`config.mk`:
```
export PLATFORM = sky130hd
export DESIGN_NAME = top2_rr_scheduler
export DESIGN_NICKNAME = d
export VERILOG_FILES = /design/src/rtl/top2_pkg.sv /design/src/rtl/top2_update.sv /design/src/rtl/top2_rr_scheduler.sv
export SDC_FILE = /design/constraint.sdc
export NUM_CORES = 1
export LEC_CHECK = 0
export CAP_MARGIN = 10
export CORE_MARGIN = 3
export CORE_UTILIZATION = 50
export CTS_CLUSTER_DIAMETER = 30
export DETAILED_ROUTE_END_ITERATION = 10
export GPL_ROUTABILITY_DRIVEN = 0
export HOLD_SLACK_MARGIN = 0.12
export PLACE_DENSITY_LB_ADDON = 0.12
export SYNTH_ARGS = -nofsm -noshare
export SYNTH_HDL_FRONTEND = slang
export SYNTH_HIERARCHICAL = 1
export SYNTH_SLANG_ARGS = --single-unit
```
`constraint.sdc`:
```
create_clock -name clk -period 8.1 [get_ports clk]
set_clock_uncertainty 0.05 [all_clocks]
set_input_delay 2.43 -clock clk [delete_from_list [all_inputs] [get_ports clk]]
set_output_delay 2.43 -clock clk [all_outputs]
set_load 0.01 [all_outputs]
```
`src/rtl/top2_pkg.sv`:
```
// Shared constants, channel state type and round-robin helper for the top-2 scheduler.
// Optional per-channel sample counting is enabled with TOP2_SAMPLE_COUNT_EN.
package top2_pkg;

    localparam int DEFAULT_DATA_WIDTH = 32;
    localparam int DEFAULT_NUM_CH     = 4;

    // Per-channel state at the default sample width.
    typedef struct packed {
        logic [DEFAULT_DATA_WIDTH-1:0] largest;
        logic [DEFAULT_DATA_WIDTH-1:0] second;
    } ch_state_t;

    function automatic int unsigned rr_next(input int unsigned idx, input int unsigned num_ch);
        return (idx + 1 >= num_ch) ? 0 : idx + 1;
    endfunction

endpackage

```
`src/rtl/top2_update.sv`:
```
// Combinational largest/second-largest update; one instance is time-shared by all channels.
module top2_update
    import top2_pkg::*;
#(
    parameter int DATA_WIDTH = DEFAULT_DATA_WIDTH
) (
    input  logic [DATA_WIDTH-1:0] largest_i,
    input  logic [DATA_WIDTH-1:0] second_i,
    input  logic [DATA_WIDTH-1:0] d_i,
    output logic [DATA_WIDTH-1:0] largest_o,
    output logic [DATA_WIDTH-1:0] second_o
);

    // Strict compares: a repeat of the current largest still lands in second.
    always_comb begin
        largest_o = largest_i;
        second_o  = second_i;
        if (d_i > largest_i) begin
            largest_o = d_i;
            second_o  = largest_i;
        end else if (d_i > second_i) begin
            second_o = d_i;
        end
    end

endmodule

```
`src/rtl/top2_rr_scheduler.sv`:
```
// Round-robin scheduler sharing one top-2 update unit across NUM_CH sample streams.
// Define TOP2_SAMPLE_COUNT_EN to add per-channel sample counters and the rd_ready output.
module top2_rr_scheduler
    import top2_pkg::*;
#(
    parameter int DATA_WIDTH = DEFAULT_DATA_WIDTH,
    parameter int NUM_CH     = DEFAULT_NUM_CH,
    localparam int CH_W      = $clog2(NUM_CH)
) (
    input  logic                         clk,
    input  logic                         reset,
    input  logic [NUM_CH-1:0]            req_valid,
    input  logic [NUM_CH*DATA_WIDTH-1:0] req_data,
    output logic [NUM_CH-1:0]            req_ready,
    input  logic [NUM_CH-1:0]            clr,
    input  logic [CH_W-1:0]              rd_sel,
    output logic [DATA_WIDTH-1:0]        rd_second,
    output logic [CH_W-1:0]              grant_id,
    output logic                         grant_vld
`ifdef TOP2_SAMPLE_COUNT_EN
    ,
    output logic                         rd_ready
`endif
);

    // Handshake: a sample on channel i transfers at the rising edge where
    // req_valid[i] && req_ready[i]; at most one ready bit is high per cycle.

    logic [DATA_WIDTH-1:0] sample [NUM_CH];
    logic [DATA_WIDTH-1:0] largest_q [NUM_CH];
    logic [DATA_WIDTH-1:0] largest_d [NUM_CH];
    logic [DATA_WIDTH-1:0] second_q  [NUM_CH];
    logic [DATA_WIDTH-1:0] second_d  [NUM_CH];

    logic [CH_W-1:0]       ptr_q, ptr_d;
    logic [DATA_WIDTH-1:0] rd_second_q, rd_second_d;
    logic [CH_W-1:0]       grant_id_q, grant_id_d;
    logic                  grant_vld_q, grant_vld_d;

    logic [NUM_CH-1:0]     eligible;
    logic                  accept;
    logic [CH_W-1:0]       grant_idx;
    logic [CH_W-1:0]       cand;
    int                    idx;

    logic [DATA_WIDTH-1:0] upd_largest, upd_second;

    for (genvar i = 0; i < NUM_CH; i++) begin : g_unpack
        assign sample[i] = req_data[i*DATA_WIDTH +: DATA_WIDTH];
    end

    // A channel being cleared is masked so its pending sample simply waits.
    always_comb begin
        eligible  = req_valid & ~clr;
        req_ready = '0;
        accept    = 1'b0;
        grant_idx = '0;
        cand      = '0;
        idx       = 0;
        if (!reset) begin
            for (int k = 0; k < NUM_CH; k++) begin
                idx = 32'(ptr_q) + k;
                if (idx >= NUM_CH) begin
                    idx = idx - NUM_CH;
                end
                cand = CH_W'(idx);
                if (!accept && eligible[cand]) begin
                    accept    = 1'b1;
                    grant_idx = cand;
                end
            end
            if (accept) begin
                req_ready[grant_idx] = 1'b1;
            end
        end
    end

    top2_update #(
        .DATA_WIDTH (DATA_WIDTH)
    ) u_update (
        .largest_i (largest_q[grant_idx]),
        .second_i  (second_q[grant_idx]),
        .d_i       (sample[grant_idx]),
        .largest_o (upd_largest),
        .second_o  (upd_second)
    );

    always_comb begin
        for (int i = 0; i < NUM_CH; i++) begin
            largest_d[i] = largest_q[i];
            second_d[i]  = second_q[i];
            if (clr[i]) begin
                largest_d[i] = '0;
                second_d[i]  = '0;
            end else if (accept && grant_idx == CH_W'(i)) begin
                largest_d[i] = upd_largest;
                second_d[i]  = upd_second;
            end
        end
        ptr_d       = accept ? CH_W'(rr_next(32'(grant_idx), NUM_CH)) : ptr_q;
        grant_vld_d = accept;
        grant_id_d  = accept ? grant_idx : grant_id_q;
        // Readout samples the settled register, so it trails an update by one edge.
        rd_second_d = (32'(rd_sel) < NUM_CH) ? second_q[rd_sel] : '0;
    end

    always_ff @(posedge clk) begin
        if (reset) begin
            for (int i = 0; i < NUM_CH; i++) begin
                largest_q[i] <= '0;
                second_q[i]  <= '0;
            end
            ptr_q       <= '0;
            rd_second_q <= '0;
            grant_id_q  <= '0;
            grant_vld_q <= 1'b0;
        end else begin
            for (int i = 0; i < NUM_CH; i++) begin
                largest_q[i] <= largest_d[i];
                second_q[i]  <= second_d[i];
            end
            ptr_q       <= ptr_d;
            rd_second_q <= rd_second_d;
            grant_id_q  <= grant_id_d;
            grant_vld_q <= grant_vld_d;
        end
    end

    assign rd_second = rd_second_q;
    assign grant_id  = grant_id_q;
    assign grant_vld = grant_vld_q;

`ifdef TOP2_SAMPLE_COUNT_EN
    // Saturating count: 0, 1, then 2 meaning "second is a real sample".
    logic [1:0] cnt_q [NUM_CH];
    logic [1:0] cnt_d [NUM_CH];
    logic       rd_ready_q, rd_ready_d;

    always_comb begin
        for (int i = 0; i < NUM_CH; i++) begin
            cnt_d[i] = cnt_q[i];
            if (clr[i]) begin
                cnt_d[i] = 2'd0;
            end else if (accept && grant_idx == CH_W'(i) && cnt_q[i] != 2'd2) begin
                cnt_d[i] = cnt_q[i] + 2'd1;
            end
        end
        rd_ready_d = (32'(rd_sel) < NUM_CH) ? (cnt_q[rd_sel] == 2'd2) : 1'b0;
    end

    always_ff @(posedge clk) begin
        if (reset) begin
            for (int i = 0; i < NUM_CH; i++) begin
                cnt_q[i] <= 2'd0;
            end
            rd_ready_q <= 1'b0;
        end else begin
            for (int i = 0; i < NUM_CH; i++) begin
                cnt_q[i] <= cnt_d[i];
            end
            rd_ready_q <= rd_ready_d;
        end
    end

    assign rd_ready = rd_ready_q;
`endif

endmodule
```
==> impl_results.md <==
* Cell internal pwr at 4.30 mW
* Placed cell areas at 20300 µm²
* Port bufs at 178
* Crit Path Max Fanout at 27
* Vias in the first global route at 13700
* Overflow after GRT at 0
* Register area at ~8400 µm²
* Seq/Total Area, Yosys at ~47%
* Area delta synth->final at 25.6%
* Core Footprint at 35000 µm²
* Peak VDD IR at 0.235 mV
* Status: finished clean
* Switch Pwr at 1.89 mW
* Post-route cell area at 22600 µm²
* Bufs on Longest Clock Path at 3
* R2r worst-path depth at 16
* Worst slew pin tran at 1.03 ns
* # Post-CTS Setup Buffers at 0
* Net Sw Frac at 30.6%
* Hold buffer count at cts at 0
* RSZ-0062 raised after global routing: no
* Mean Syn Cell Area at about 12 µm²
* N_diodes at 0
* Clock tree from TritonCTS: built
* Fin crit share at 95.9%
* HPWL after DPL at between 30000 and 40000 µm
* Max Cap Viol at 0
* Post-synth EDFFs at 256
* I/O pin cnt at 179
* Iteration-0 DRC Markers at 1576
* Multi-input logic area at 8660 µm²
* Maximum clock frequency at 0.129 GHz
* Synth top area share at a little over two fifths
* Met3 GRT Util at roughly 5.0%
* Crit path kind: input port to flip-flop
* Relative slew margins at slightly above 30%
* Min Tclk post-route at 7.77 ns
* Combinational share of power at 27.1%
* Num rows at 68
* Final Hold Viols at 0
* Count of different cell masters after synthesis at 57
* #FFs+latches synth at 293
* CTS root buf: clkbuf_16
* Initial antenna violation count at 0
* Class of the worst hold path: flip-flop to flip-flop
* Initial core utilization at 51.4%
* WL/cell at between 20 and 25 µm
* Filler cells at 2720
* First drt pass iteration count at 6
* Worst r2r src: ptr_q[0]
* Synth top area cells: edfxtp_1, and2_1, and3_1
* Critical R2R Capture: second_q[3][17]
* Yosys synthesis warning count at 6
* Worst-Skew Late Latency at 0.57 ns
* Clock sink count at 293
* First-pass GRT wire length at 78600 µm
* Die Ht at 196 µm
* Hold Path Depth at 2
* Clock power frac at 42.7%
* WHS Endpoint: grant_id[0]
* Post-layout util at 64.5%
* Hold_sp: grant_id[0]
* Largest net degree at the start of global routing at 66
* Final setup viols at 0
* Via count at 13800
* Synth async-reset ratio at 0%
* DIE AREA at 38200 µm²
* Post-route ant nets at 0
* Net count after synthesis at approximately 1800
* CP required at 8.48 ns
* Seq pwr share at 30.2%
* Top Usage Layer GRT: met2
* Main synth FF type: edfxtp_1
* Nets at 1918
* Endpoint type of the worst setup path: flip-flop
* Post-synth top area cell: edfxtp_1
* R2r setup slk at 2.52 ns
* Die X at around 200 µm
* Post-Route WL at about 50000 µm
* Pwr Density at 274 nW/µm²
* CTS H-tree depth at 3
* Synthesized area at 18000 µm²
* Layout cell share with drive strength beyond 1 at 15.7%
* Post-CTS sizing at 0
* CP Launch Type: input port
* Total Routing Usage GR at 26.1%
* Post-route DRC at 0
* Vias per cell at 6.23
* Slew Viols, Final at 0
* Routing usage on met1 at a little under two fifths
* CTS clk-pin slew, worst paths at 0.04 ns
* Leakage dissipation at 9.32 nW
* Gate count of the mapped netlist at between 1500 and 2000
* Critical path data arrival time at just over 8 ns
* Met2 Use GR at 41.8%
* CTS Buf Count at 66
sequential cells by signal, indices dropped and copies added (netlist names):
name,flops
largest_q,128
grant_id,2
rd_second,32
ptr_q,2
second_q,128
grant_vld,1
how the worst max path moves through the flow:
stage	from	endpoint	slack, ns	cells past startpoint
5_1_grt	clr[1]	second_q[3][17]	0.12	19
2_1_floorplan	clr[2]	largest_q[3][10]	1.55	17
4_1_cts	clr[1]	second_q[3][17]	0.40	19
3_5_place_dp	clr[1]	second_q[3][17]	-0.15	19
6_report	clr[1]	second_q[3][17]	0.33	19
3_3_place_gp	clr[1]	second_q[3][12]	-0.07	19
power groups by stage:
| stage | clock (mW) | sequential, mW | combinational (mW) |
|---|---|---|---|
| after global routing | 2.76 | 1.89 | 1.81 |
| after CTS | 2.67 | 1.87 | 1.65 |
| after detailed placement | 0 | 1.90 | 1.64 |
| final | 2.64 | 1.87 | 1.68 |
| after floorplan | 0 | 1.89 | 1.08 |
| after global placement | 0 | 1.89 | 1.61 |
kinds of logic (layout without fill, tap and decap cells):
kind of cell | Yosys count | after routing | share of synthesized area, %
buffers and inverters | 215 | 435 | 5.40
adders and majority gates | 66 | 66 | 4.60
and+or+nand+nor | 459 | 459 | 16.0
AOI/OAI and AO/OA | 354 | 354 | 14.6
DFF | 293 | 293 | 46.9
muxes | 159 | 159 | 12.4
cells in the mapped netlist, types with 36 or more instances:
cell type    n
a21oi_1     91
a221o_1     98
and2_1     193
and3_1     162
clkbuf_1    92
dfxtp_1     37
edfxtp_1   256
ha_1        66
inv_1       71
mux2_1      74
nor2b_1     36
o21ai_0     39
routing by layer:
layer  vias to the layer above  share of wire [%]
li1                       6317                  -
met3                        70                7.7
met4                         0                1.5
met5                         -                  0
met1                      6847                 44
met2                       610                 47
area by class of cell:
cell class | count | share of cell area, %
Sequential cell | 293 | 37.3
Tap cell | 455 | 2.52
Multi-Input combinational cell | 1038 | 38.4
Inverter | 73 | 1.21
Timing Repair Buffer | 240 | 10.6
Clock inverter | 35 | 1.96
Clock buffer | 87 | 7.98
layout by cell type, fill, tap and decap left out, drive strengths merged, types with 9 or more instances in the layout:
| master | count |
|---|---|
| and3 | 162 |
| a21oi | 93 |
| inv | 77 |
| mux4 | 32 |
| a221o | 98 |
| nor2 | 9 |
| clkbuf | 87 |
| o21ai | 40 |
| nand2 | 16 |
| edfxtp | 256 |
| nor2b | 36 |
| mux2 | 126 |
| clkinv | 20 |
| clkdlybuf4s50 | 177 |
| nand4 | 15 |
| a31oi | 32 |
| ha | 66 |
| o211ai | 34 |
| and2 | 193 |
| a41oi | 32 |
| buf | 63 |
| dfxtp | 37 |
per-stage QoR:
stage	total power, mW	setup slack (ns)	setup TNS, ns	hold WS (ns)	instances
final	6.19	0.334	0	0.466	2221
after global routing	6.45	0.119	0	0.505	2221
after CTS	6.19	0.401	0	0.479	2221
after detailed placement	3.53	-0.148	-3.86	0.468	2099
after global placement	3.49	-0.0652	-0.690	0.438	2099
after floorplan	2.97	1.55	0	0.482	1546
worst max-delay path, cell delays in order:
cell	delay [ns]
clkdlybuf4s50_1	0.59
nand2b_1	0.28
nand4_2	0.28
nand2b_2	0.28
inv_2	0.11
nand2_4	0.28
buf_4	0.39
buf_4	0.22
a221o_1	0.28
inv_1	0.07
ha_1	0.30
nand4_1	0.24
or4_1	0.67
nor2_1	0.32
a21o_1	0.29
buf_12	0.22
o211ai_1	0.11
a31oi_1	0.49
and3_1	0.23
Power figures use the tool's default switching activity.
